`src/rtl/act_pkg.sv`:
```
// Shared types and helpers for the activation writeback path and readers of the
// activation memory.
package act_pkg;

  localparam int unsigned ACT_W  = 16;
  localparam int unsigned ACC_W  = 32;
  localparam int unsigned ROW_W  = 8;
  localparam int unsigned CNT_W  = ROW_W + 1;
  localparam int unsigned ADDR_W = 16;

  typedef enum logic [1:0] {
    IDLE,
    RUN,
    DRAIN,
    DONE
  } wb_state_t;

  // Activation memory address: {bank, 4'b0, row, 3'b0}
  function automatic logic [ADDR_W-1:0] pack_waddr(input logic b,
                                                   input logic [ROW_W-1:0] row);
    return {b, 4'b0000, row, 3'b000};
  endfunction

endpackage

```
`src/rtl/act_quant.sv`:
```
// Combinational rescale: round-and-shift of the accumulator, then optional ReLU
// (ACT_WRITEBACK_RELU_EN) and saturation to a 16-bit activation.
module act_quant
  import act_pkg::*;
#(
  parameter int unsigned SHIFT = 8
) (
  input  logic        [ACC_W-1:0] acc_i,
  output logic signed [ACC_W:0]   scaled_c_o,
  input  logic signed [ACC_W:0]   scaled_i,
  output logic        [ACT_W-1:0] act_c_o
);

  localparam int unsigned SW = ACC_W + 1;
  localparam logic signed [ACC_W:0] ROUND_OFF =
      (SHIFT == 0) ? '0 : $signed(SW'(1) << (SHIFT - 1));
  localparam logic signed [ACC_W:0] SAT_MAX = $signed(SW'(32767));
  localparam logic signed [ACC_W:0] SAT_MIN = -$signed(SW'(32768));

  logic signed [ACC_W:0] sum_c;
  logic signed [ACC_W:0] rect_c;

  // Stage 1: sign-extend to 33 bits so the rounding add cannot overflow
  always_comb begin
    sum_c      = $signed({acc_i[ACC_W-1], acc_i}) + ROUND_OFF;
    scaled_c_o = sum_c >>> SHIFT;
  end

  always_comb begin
`ifdef ACT_WRITEBACK_RELU_EN
    rect_c = scaled_i[ACC_W] ? '0 : scaled_i;
`else
    rect_c = scaled_i;
`endif
    if (rect_c > SAT_MAX) begin
      act_c_o = 16'h7fff;
    end else if (rect_c < SAT_MIN) begin
      act_c_o = 16'h8000;
    end else begin
      act_c_o = rect_c[ACT_W-1:0];
    end
  end

endmodule

```
`src/rtl/act_writeback.sv`:
```
// Writeback stage: accepts accumulator words, quantises them in a 2-stage pipe and
// writes consecutive activation rows. ReLU build option: ACT_WRITEBACK_RELU_EN.
module act_writeback
  import act_pkg::*;
#(
  parameter int unsigned SHIFT = 8
) (
  input  logic              clk,
  input  logic              rst,
  input  logic              start,
  input  logic              bank,
  input  logic [ROW_W-1:0]  base_idx,
  input  logic [CNT_W-1:0]  count,
  input  logic              in_valid,
  output logic              in_ready,
  input  logic [ACC_W-1:0]  in_data,
  output logic              we,
  output logic [ACT_W-1:0]  wdata,
  output logic [ADDR_W-1:0] waddr,
  output logic              busy,
  output logic              done
);

  wb_state_t             state_q;
  logic                  bank_q;
  logic [ROW_W-1:0]      row_q;
  logic [CNT_W-1:0]      count_q;
  logic [CNT_W-1:0]      acc_cnt_q;
  logic [CNT_W-1:0]      wr_cnt_q;
  logic                  in_ready_q;
  logic                  s1_valid_q;
  logic signed [ACC_W:0] s1_q;
  logic                  we_q;
  logic [ACT_W-1:0]      wdata_q;
  logic [ADDR_W-1:0]     waddr_q;
  logic                  busy_q;
  logic                  done_q;

  logic signed [ACC_W:0] s1_d;
  logic [ACT_W-1:0]      act_d;
  logic                  accept_c;

  assign accept_c = in_valid && in_ready_q;

  act_quant #(.SHIFT(SHIFT)) u_quant (
    .acc_i      (in_data),
    .scaled_c_o (s1_d),
    .scaled_i   (s1_q),
    .act_c_o    (act_d)
  );

  always_ff @(posedge clk) begin
    if (rst) begin
      state_q    <= IDLE;
      bank_q     <= 1'b0;
      row_q      <= '0;
      count_q    <= '0;
      acc_cnt_q  <= '0;
      wr_cnt_q   <= '0;
      in_ready_q <= 1'b0;
      s1_valid_q <= 1'b0;
      s1_q       <= '0;
      we_q       <= 1'b0;
      wdata_q    <= '0;
      waddr_q    <= '0;
      busy_q     <= 1'b0;
      done_q     <= 1'b0;
    end else begin
      we_q       <= 1'b0;
      done_q     <= 1'b0;
      s1_valid_q <= accept_c;

      // Stage 1 capture; ready drops as soon as the last word is taken
      if (accept_c) begin
        s1_q       <= s1_d;
        acc_cnt_q  <= acc_cnt_q + CNT_W'(1);
        in_ready_q <= (acc_cnt_q + CNT_W'(1)) < count_q;
      end

      if (s1_valid_q) begin
        we_q     <= 1'b1;
        wdata_q  <= act_d;
        waddr_q  <= pack_waddr(bank_q, row_q);
        row_q    <= row_q + ROW_W'(1);
        wr_cnt_q <= wr_cnt_q + CNT_W'(1);
      end

      case (state_q)
        IDLE: begin
          if (start) begin
            bank_q    <= bank;
            row_q     <= base_idx;
            count_q   <= count;
            acc_cnt_q <= '0;
            wr_cnt_q  <= '0;
            busy_q    <= 1'b1;
            if (count == '0) begin
              state_q <= DONE;
              done_q  <= 1'b1;
            end else begin
              state_q    <= RUN;
              in_ready_q <= 1'b1;
            end
          end
        end
        RUN: begin
          if (acc_cnt_q == count_q) state_q <= DRAIN;
        end
        DRAIN: begin
          if (!s1_valid_q && (wr_cnt_q == count_q)) begin
            state_q <= DONE;
            done_q  <= 1'b1;
          end
        end
        DONE: begin
          state_q <= IDLE;
          busy_q  <= 1'b0;
        end
        default: state_q <= IDLE;
      endcase
    end
  end

  assign in_ready = in_ready_q;
  assign we       = we_q;
  assign wdata    = wdata_q;
  assign waddr    = waddr_q;
  assign busy     = busy_q;
  assign done     = done_q;

endmodule

```
`config.mk`:
```
export PLATFORM = sky130hd
export DESIGN_NAME = act_writeback
export DESIGN_NICKNAME = d
export VERILOG_FILES = /design/src/rtl/act_pkg.sv /design/src/rtl/act_quant.sv /design/src/rtl/act_writeback.sv
export SDC_FILE = /design/constraint.sdc
export NUM_CORES = 1
export LEC_CHECK = 0
export ABC_AREA = 1
export BUFFER_PORTS_ARGS = -buffer_cell sky130_fd_sc_hd__clkbuf_2
export CORE_MARGIN = 2
export CORE_UTILIZATION = 50
export CTS_CLUSTER_SIZE = 28
export DETAILED_ROUTE_END_ITERATION = 16
export PLACE_DENSITY = 0.81
export SYNTH_ARGS = -nofsm -noshare
export SYNTH_HDL_FRONTEND = slang
export SYNTH_SLANG_ARGS = --single-unit
```
`constraint.sdc`:
```
create_clock -name clk -period 2.6 [get_ports clk]
set_clock_uncertainty 0.05 [all_clocks]
set_input_delay 0.26 -clock clk [delete_from_list [all_inputs] [get_ports clk]]
set_output_delay 0.26 -clock clk [all_outputs]
set_load 0.005 [all_outputs]
```
* Yosys cells after proc, flatten, opt, wreduce, memory -nomap -nowiden *
Index checks and enable logic that the tools add are counted.

storage, ports and cells
  flip-flop bits (word level) = 93
  logic and storage cells = 65
  bits of input ports = 54

cells by class
  $lt $le $gt $ge = 3
  reductions and logical operators = 9
  equal/unequal tests = 8
  mux-type cells = 27
  add/subtract/negate cells = 4

operator list
  operator                 count
  $mux W9                  6
  $add A32 B9 Y33 const B  1
  $mux W16                 2
  $gt A25 B16 Y1 const B   1
  $lt A25 B16 Y1 const B   1
  $mux W8                  3
  $add A9 B1 Y9 const B    2
  $eq A9 B9 Y1             2
  $logic_not A9 Y1         1
  $lt A9 B9 Y1             1
  $mux W1                  9
  $add A8 B1 Y8 const B    1
  $mux W2                  4
  $pmux W2 S4              1
  $ne A2 B2 Y1 const B     3
  $eq A2 B2 Y1 const B     2
  $pmux W1 S2              2
  $reduce_and A2 Y1        2
  $reduce_and A3 Y1        1
  $eq A2 B1 Y1 const B     1
  $logic_and A1 B1 Y1      2
  $logic_not A2 Y1         1
  $reduce_bool A2 Y1       1
  $logic_not A1 Y1         1

* Logic depth before layout (Yosys ltp) *
Gate-level depths: netlist (run 1).

  depth after elaboration = 6
  gate-level depth with buffers = 14
  mapped depth without buffers = 14

* Hierarchy *
From an unflattened synthesis (run 1), not the netlist that was laid out.

unflattened totals
  cell total of the unflattened synthesis = 833
  area total of the unflattened synthesis = 5,552.8 µm²

by module, submodules not included
  module         instances  area an instance (µm²)  seq. area each (µm²)  cells an instance
  act_writeback  1          4,458.0                 2,021.9               606
  act_quant      1          1,094.8                 0.0                   227

* Worst setup path after synthesis (run 1) *
Ideal clock, no wire load.

  kind = reg-to-reg
  start point = register acc_cnt_q[0]
  end point = register in_ready_q, in the netlist in_ready
  library setup time = 0.057 ns
  stages on the path, launching flop included = 15
  buffers on the path = 0
  data arrival time = 1.916 ns
  slack = 0.577 ns
  cells stage by stage = dfxtp_1 -> ha_1 -> nand2_1 -> nor2_1 -> inv_1 -> nor2_1 -> xor2_1 -> ha_1 -> a21oi_1 -> nor2_1 -> a211oi_1 -> nand4_1 -> nand3_1 -> nand2_1 -> inv_1

on the way
  longest elaborated chain between the ends = 6

RTL lines
  what                      RTL line             text
  start: declaration        act_writeback.sv:28  logic [CNT_W-1:0] acc_cnt_q;
  start signal: assignment  act_writeback.sv:76  acc_cnt_q <= acc_cnt_q + CNT_W'(1);
  $add A9 B1 Y9 (*)         act_writeback.sv:77  in_ready_q <= (acc_cnt_q + CNT_W'(1)) < count_q;
  $lt A9 B9 Y1 (*)          act_writeback.sv:77
  $mux W1 (*)               act_writeback.sv:74  if (accept_c) begin
  $mux W1                   act_writeback.sv:97  if (count == '0) begin
  $mux W1                   act_writeback.sv:90  if (start) begin
  $mux W1 (*)               act_writeback.sv:88  case (state_q)
  end signal: assignment    act_writeback.sv:77
  end: declaration          act_writeback.sv:30  logic in_ready_q;

Mark *: on every way between the ends. The rest lies on a longest branch, timed or not.
A chain may end at the register's enable or synchronous reset.

* Worst setup path after layout (run 1) *
Ends and elaborated chain as after synthesis.

==> flow_metrics.tcl, run 1 <==
set metrics [dict create \
    synth_common_cells "152 x nand2_1, 100 x nor2_1, 93 x dfxtp_1" \
    overflow 0 \
    worstPathArrival_ns 2.61 \
    min_period_ns 2.33 \
    clock_latency_ns 0.37 \
    required_ns 2.88 \
    syn_area_per_cell_sq_um 6.78 \
    grt_pass1_vias 4312 \
    die_area_sq_um 10600 \
    first_pass_iters 6 \
    p_leak_nw 2.71 \
    r2r_start "acc_cnt_q[0]" \
    dr_total_vias 4775 \
    power_mw 3.90 \
    maxSlewViolCount 0 \
    cts_inserted_buffers 9 \
    areaGrowthSynthToFinish_pct 14.1 \
    initial_utilization 0.509 \
    rsz0062_at_grt "false" \
    syn_inst 724 \
    drt-total-wl_um 11800 \
    maxCapViolCount 0 \
    synth_async_sr_flop_share 0 \
    hold_path.class "in2reg" \
    antenna_cells 0 \
    die_width_um 103 \
    clk_pin_slew_ns 0.09 \
    post-cts-setup-buffers 0 \
    fin_util 0.581 \
    grtUsageTotal 0.233 \
    synth-edff-count 0 \
    yosysMostFrequentCell "nand2_1" \
    cts_tree "built" \
    gp_congestion 0.898 \
    ios 90 \
    yosysSeqAreaShare 0.379 \
    ys_ff_latch 93 \
    setup_violations 0 \
    antenna_found_initial 0 \
    netlist.area_leader.share 0.379 \
    timing.final.crit_share 0.897 \
    cts_resized 0 \
    clock-sinks 93 \
    vdd_drop_max_mv 0.263 \
    hold_viol_final 0 \
    hold_buffers 0 \
    synth_cell_types 37 \
    powerDensity_nw_per_um2 696 \
    die_y_um 103 \
    path_class "reg2reg" \
    postRouteAntennaNets 0 \
    relSlewSlack 0.606 \
    synth_ff_type "dfxtp_1" \
    cts-root-buf "clkbuf_8" \
    outcome "completed" \
    dp_hpwl_um 8690 \
    nFillCells 935 \
    num_rows 36 \
    tns_ns 0 \
    drtIter0Drc 267 \
    grt_pass1_wl_um 19600 \
    min_from "bank" \
    clk_path_buf_depth 2 \
    drive_gt1_frac 0.146 \
    crit_start "acc_cnt_q[0]" \
    grt_max_degree 53 \
    start_kind "flop" \
    htreeDepth 3 \
    vias_per_cell 5.12 \
    port-buffer-count 75 \
    nets 866 \
    tightest_slew_ns 0.591 \
    drc 0 \
    end_kind "flop" \
    wl_per_cell_um 12.6 \
    clock.fmax_mhz 429 \
    netlist_top_cells_area "dfxtp_1 38%, nand2_1 12%, nor2_1 7.6%" \
    reg2reg_depth 14 \
    synth_top_area_cell "dfxtp_1" \
    cp_max_fo 5 \
    hold_depth 3 \
    core_sq_um 9640 \
    yosys_warnings 0 \
    synth_area_sq_um 4910 \
]
## report_power, final
part	switching [mW]	internal, mW	total, mW
sequential	0.167	1.64	1.81
combinational	0.721	0.437	1.16
clock	0.564	0.370	0.934
## placed cells by master, fill, tap and decap left out, types with 9 or more instances in the layout
master | synthesis | final
a21oi_1 | 53 | 53
buf_4 | 7 | 12
clkbuf_2 | 1 | 75
clkbuf_8 | 0 | 9
dfxtp_1 | 93 | 93
ha_1 | 17 | 17
inv_1 | 85 | 85
nand2_1 | 152 | 152
nand3_1 | 34 | 34
nand4_1 | 10 | 10
nor2_1 | 100 | 100
nor3_1 | 9 | 9
o21ai_0 | 69 | 69
xor2_1 | 17 | 17
## metrics by stage
stage               setup slack [ns]  instance area (sq um)  hold WS, ns  cells
floorplan                      0.577                   4930        0.377    730
global placement               0.345                   5410        0.401    917
detailed placement             0.296                   5410        0.404    917
CTS                            0.258                   5600       0.0974    933
global route                  0.0169                   5600        0.120    933
finish                         0.267                   5600       0.0996    933
## path summary, 6_finish.rpt
path	end	slack [ns]
max	in_ready	0.27
min	bank_q	0.1
min reg2reg	wdata[9]	0.41
max reg2reg	in_ready	0.27
## worst max-delay path: stages (launching register included)
cell	delay (ns)
dfxtp_1	0.40
ha_1	0.20
nand2_1	0.06
nor2_1	0.24
nand4_1	0.15
xor2_1	0.21
inv_1	0.07
ha_1	0.29
nand2_1	0.09
nor2_1	0.05
a211oi_1	0.18
nand4_1	0.12
nand3_1	0.10
nand2_1	0.05
inv_1	0.05
## metal layers
| metal | share of wire | track usage | routed length (um) | vias to the layer above |
|---|---|---|---|---|
| li1 | - | - | - | 2471 |
| met1 | 0.47 | 0.315 | 5590 | 2135 |
| met2 | 0.45 | 0.377 | 5290 | 157 |
| met3 | 0.066 | 0.0400 | 775 | 12 |
| met4 | 0.012 | 0.0769 | 139 | 0 |
| met5 | 0 | 0 | 0 | - |
## sequential cells by signal, summed over array words and instances, names as in the netlist, 2 cells and up
signal     count
s1_q          25
wdata         16
acc_cnt_q      9
count_q        9
waddr          9
wr_cnt_q       9
row_q          8
state_q        2
## logic make-up (layout without fill, tap and decap cells)
family,after synthesis,in the layout,synth area share
XOR/XNOR,24,24,0.0428
buffers and inverters,123,193,0.100
AND/OR/NAND/NOR,324,324,0.279
adder cells (fa/ha/maj),17,17,0.0433
other,1,7,0.000764
AO/OA/AOI/OAI,142,142,0.154
flip-flops,93,93,0.379
## cell type report
cell class,count,area [sq um],share of cell area
sequential,93,1860,0.332
tap,133,166,0.0297
inverter,90,338,0.0603
clock inverter,7,70.1,0.0125
multi-input combinational,514,2570,0.460
clock buffer,9,124,0.0221
timing repair buffer,87,465,0.0831
No activity file was read; power rests on OpenSTA's default activity.
==> run 2, diff against run 1 <==
--- a/config.mk
+++ b/config.mk
@@ -5,7 +5,6 @@
 export SDC_FILE = /design/constraint.sdc
 export NUM_CORES = 1
 export LEC_CHECK = 0
-export ABC_AREA = 1
 export BUFFER_PORTS_ARGS = -buffer_cell sky130_fd_sc_hd__clkbuf_2
 export CORE_MARGIN = 2
 export CORE_UTILIZATION = 50
==> flow_metrics.tcl, run 2 <==
set metrics [dict create \
    outcome "completed" \
    largest-register "s1_q" \
    drive_gt1_frac 0.184 \
    required_ns 2.85 \
    r2r_start "acc_cnt_q[0]" \
    min_from "bank" \
    num_rows 34 \
    netlist_top_cells_area "dfxtp_1 41%, xnor2_1 6.6%, nor2_1 6.4%" \
    antenna_cells 0 \
    areaGrowthSynthToFinish_pct 14.0 \
    clk_pin_slew_ns 0.10 \
    drtIter0Drc 130 \
    postRouteAntennaNets 0 \
    grt_pass1_vias 3728 \
    setup_violations 0 \
    start_kind "flop" \
    synth_async_sr_flop_share 0 \
    p_leak_nw 2.05 \
    core_sq_um 8760 \
    clock_latency_ns 0.37 \
    vias_per_cell 5.37 \
    die_area_sq_um 9870 \
    ios 90 \
    synth_top_area_cell "dfxtp_1" \
    rrSetupSlack_ns 0.16 \
    hold_viol_final 0 \
    ys_ff_latch 93 \
    cts-root-buf "clkbuf_8" \
    syn_area_per_cell_sq_um 8.36 \
    antenna_found_initial 0 \
    dr_total_vias 3876 \
    dp_hpwl_um 7260 \
    synth_cell_types 44 \
    cts_inserted_buffers 9 \
    nets 680 \
    drt-total-wl_um 9810 \
    hold_path.class "in2reg" \
    first_pass_iters 4 \
    yosysSeqAreaShare 0.410 \
    drc 0 \
    end_kind "flop" \
    synth_area_sq_um 4550 \
    grt_max_degree 62 \
    fin_util 0.591 \
    gp_congestion 0.835 \
    die_width_um 99.3 \
    largest_reg_flops 25 \
    overflow 0 \
    holdPathEnd "bank_q" \
    die_y_um 99.3 \
    yosys_warnings 0 \
    grt_pass1_wl_um 16600 \
    maxCapViolCount 0 \
    netlist.area_leader.share 0.410 \
    initial_utilization 0.519 \
    r2r-end "in_ready" \
    cts_tree "built" \
    rsz0062_at_grt "false" \
    mostFrequentLayoutCells "90 x dfxtp_1, 77 x nor2_1, 75 x clkbuf_2" \
    synth_ff_type "dfxtp_1" \
    synth_common_cells "93 x dfxtp_1, 77 x nor2_1, 52 x nand2_1" \
    syn_inst 544 \
    post-cts-setup-buffers 0 \
    min_period_ns 2.44 \
    maxSlewViolCount 0 \
    hold_depth 3 \
    port-buffer-count 75 \
    yosysMostFrequentCell "dfxtp_1" \
    worstPathArrival_ns 2.69 \
    htreeDepth 3 \
    reg2reg_depth 9 \
    wl_per_cell_um 13.6 \
    clock-sinks 93 \
    synth-edff-count 0 \
    timing.final.crit_share 0.937 \
    cp_max_fo 4 \
    grtUsageTotal 0.205 \
    power_mw 3.57 \
    tns_ns 0 \
    clk_path_buf_depth 2 \
    tightest_slew_ns 0.996 \
    final_common_cell "dfxtp_1" \
    path_class "reg2reg" \
    clock.fmax_mhz 411 \
    relSlewSlack 0.331 \
    crit_start "acc_cnt_q[0]" \
    powerDensity_nw_per_um2 689 \
    vdd_drop_max_mv 0.290 \
]
run 2: changes by cell type in the layout (fill, tap and decap cells not counted), sizes merged, moves of 5 or more:
cell    before  now
a211oi       3   17
nor3        11   19
xnor2        7   34
a21oi       53   48
inv         90   21
nand2      154   52
xor2        17   32
nand3       35   20
o21ai       74   18
nor2       101   77
mux2i        0   12
o211ai       6    0
run 2: area by class of cell:
class                      count  area [sq um]
multi-input combinational    403          2480
inverter                      17          63.8
clock inverter                 7          65.1
tap                          108           135
sequential                    93          1870
fill                         794          3580
timing repair buffer          85           450
clock buffer                   9           124
run 2: through the flow:
step                instance area, sq um  instances  hold slack [ns]  setup WS, ns
CTS                                 5170        722           0.0509        0.0658
global placement                    4980        706            0.393         0.226
finish                              5180        722           0.0625         0.165
detailed placement                  4980        706            0.408         0.111
floorplan                           4570        550            0.346         0.271
global route                        5180        722           0.0585        0.0117
run 2: cell families (layout without fill, tap and decap cells):
kind of cell	count (synthesis)	after routing	synth area share
AOI/OAI and AO/OA	96	96	0.127
xor gates and xnor gates	66	66	0.127
adders and majority gates	17	17	0.0468
buffers and inverters	54	118	0.0520
DFF	93	93	0.410
muxes	12	12	0.0264
other	1	7	0.000825
and+or+nand+nor	205	205	0.210
run 2: worst max-delay path by stage:
stage / slack (ns) / cells past startpoint / to
global placement: 0.23 / 9 / in_ready
finish: 0.16 / 9 / in_ready
floorplan: 0.27 / 10 / in_ready
detailed placement: 0.11 / 9 / in_ready
CTS: 0.07 / 9 / in_ready
global route: 0.01 / 9 / in_ready
run 2: power by group:
| group | switching [mW] | internal [mW] |
|---|---|---|
| combinational | 0.484 | 0.381 |
| clock | 0.559 | 0.369 |
| sequential | 0.168 | 1.61 |
| total | 1.21 | 2.36 |
run 2: layer usage:
metal / up-vias / track usage / routed length [um]
met5: - / 0 / 0
met4: 0 / 0.0780 / 191
met3: 15 / 0.0443 / 453
met2: 107 / 0.345 / 4770
met1: 1775 / 0.258 / 4400
li1: 1979 / - / -
run 2: what timing repair did:
item / CTS / global route
hold buffers: 0 / 0
endpoints found under the setup margin: 0 / 1
gates resized for setup: 0 / 5
run 2: worst max-delay path: stages, from the launching register on:
cell     delay [ns]
dfxtp_2        0.38
nand3_2        0.13
or2_2          0.35
nor2_1         0.16
xor2_1         0.16
ha_1           0.27
a21oi_1        0.19
nor2b_1        0.06
or4b_1         0.49
a21oi_1        0.12
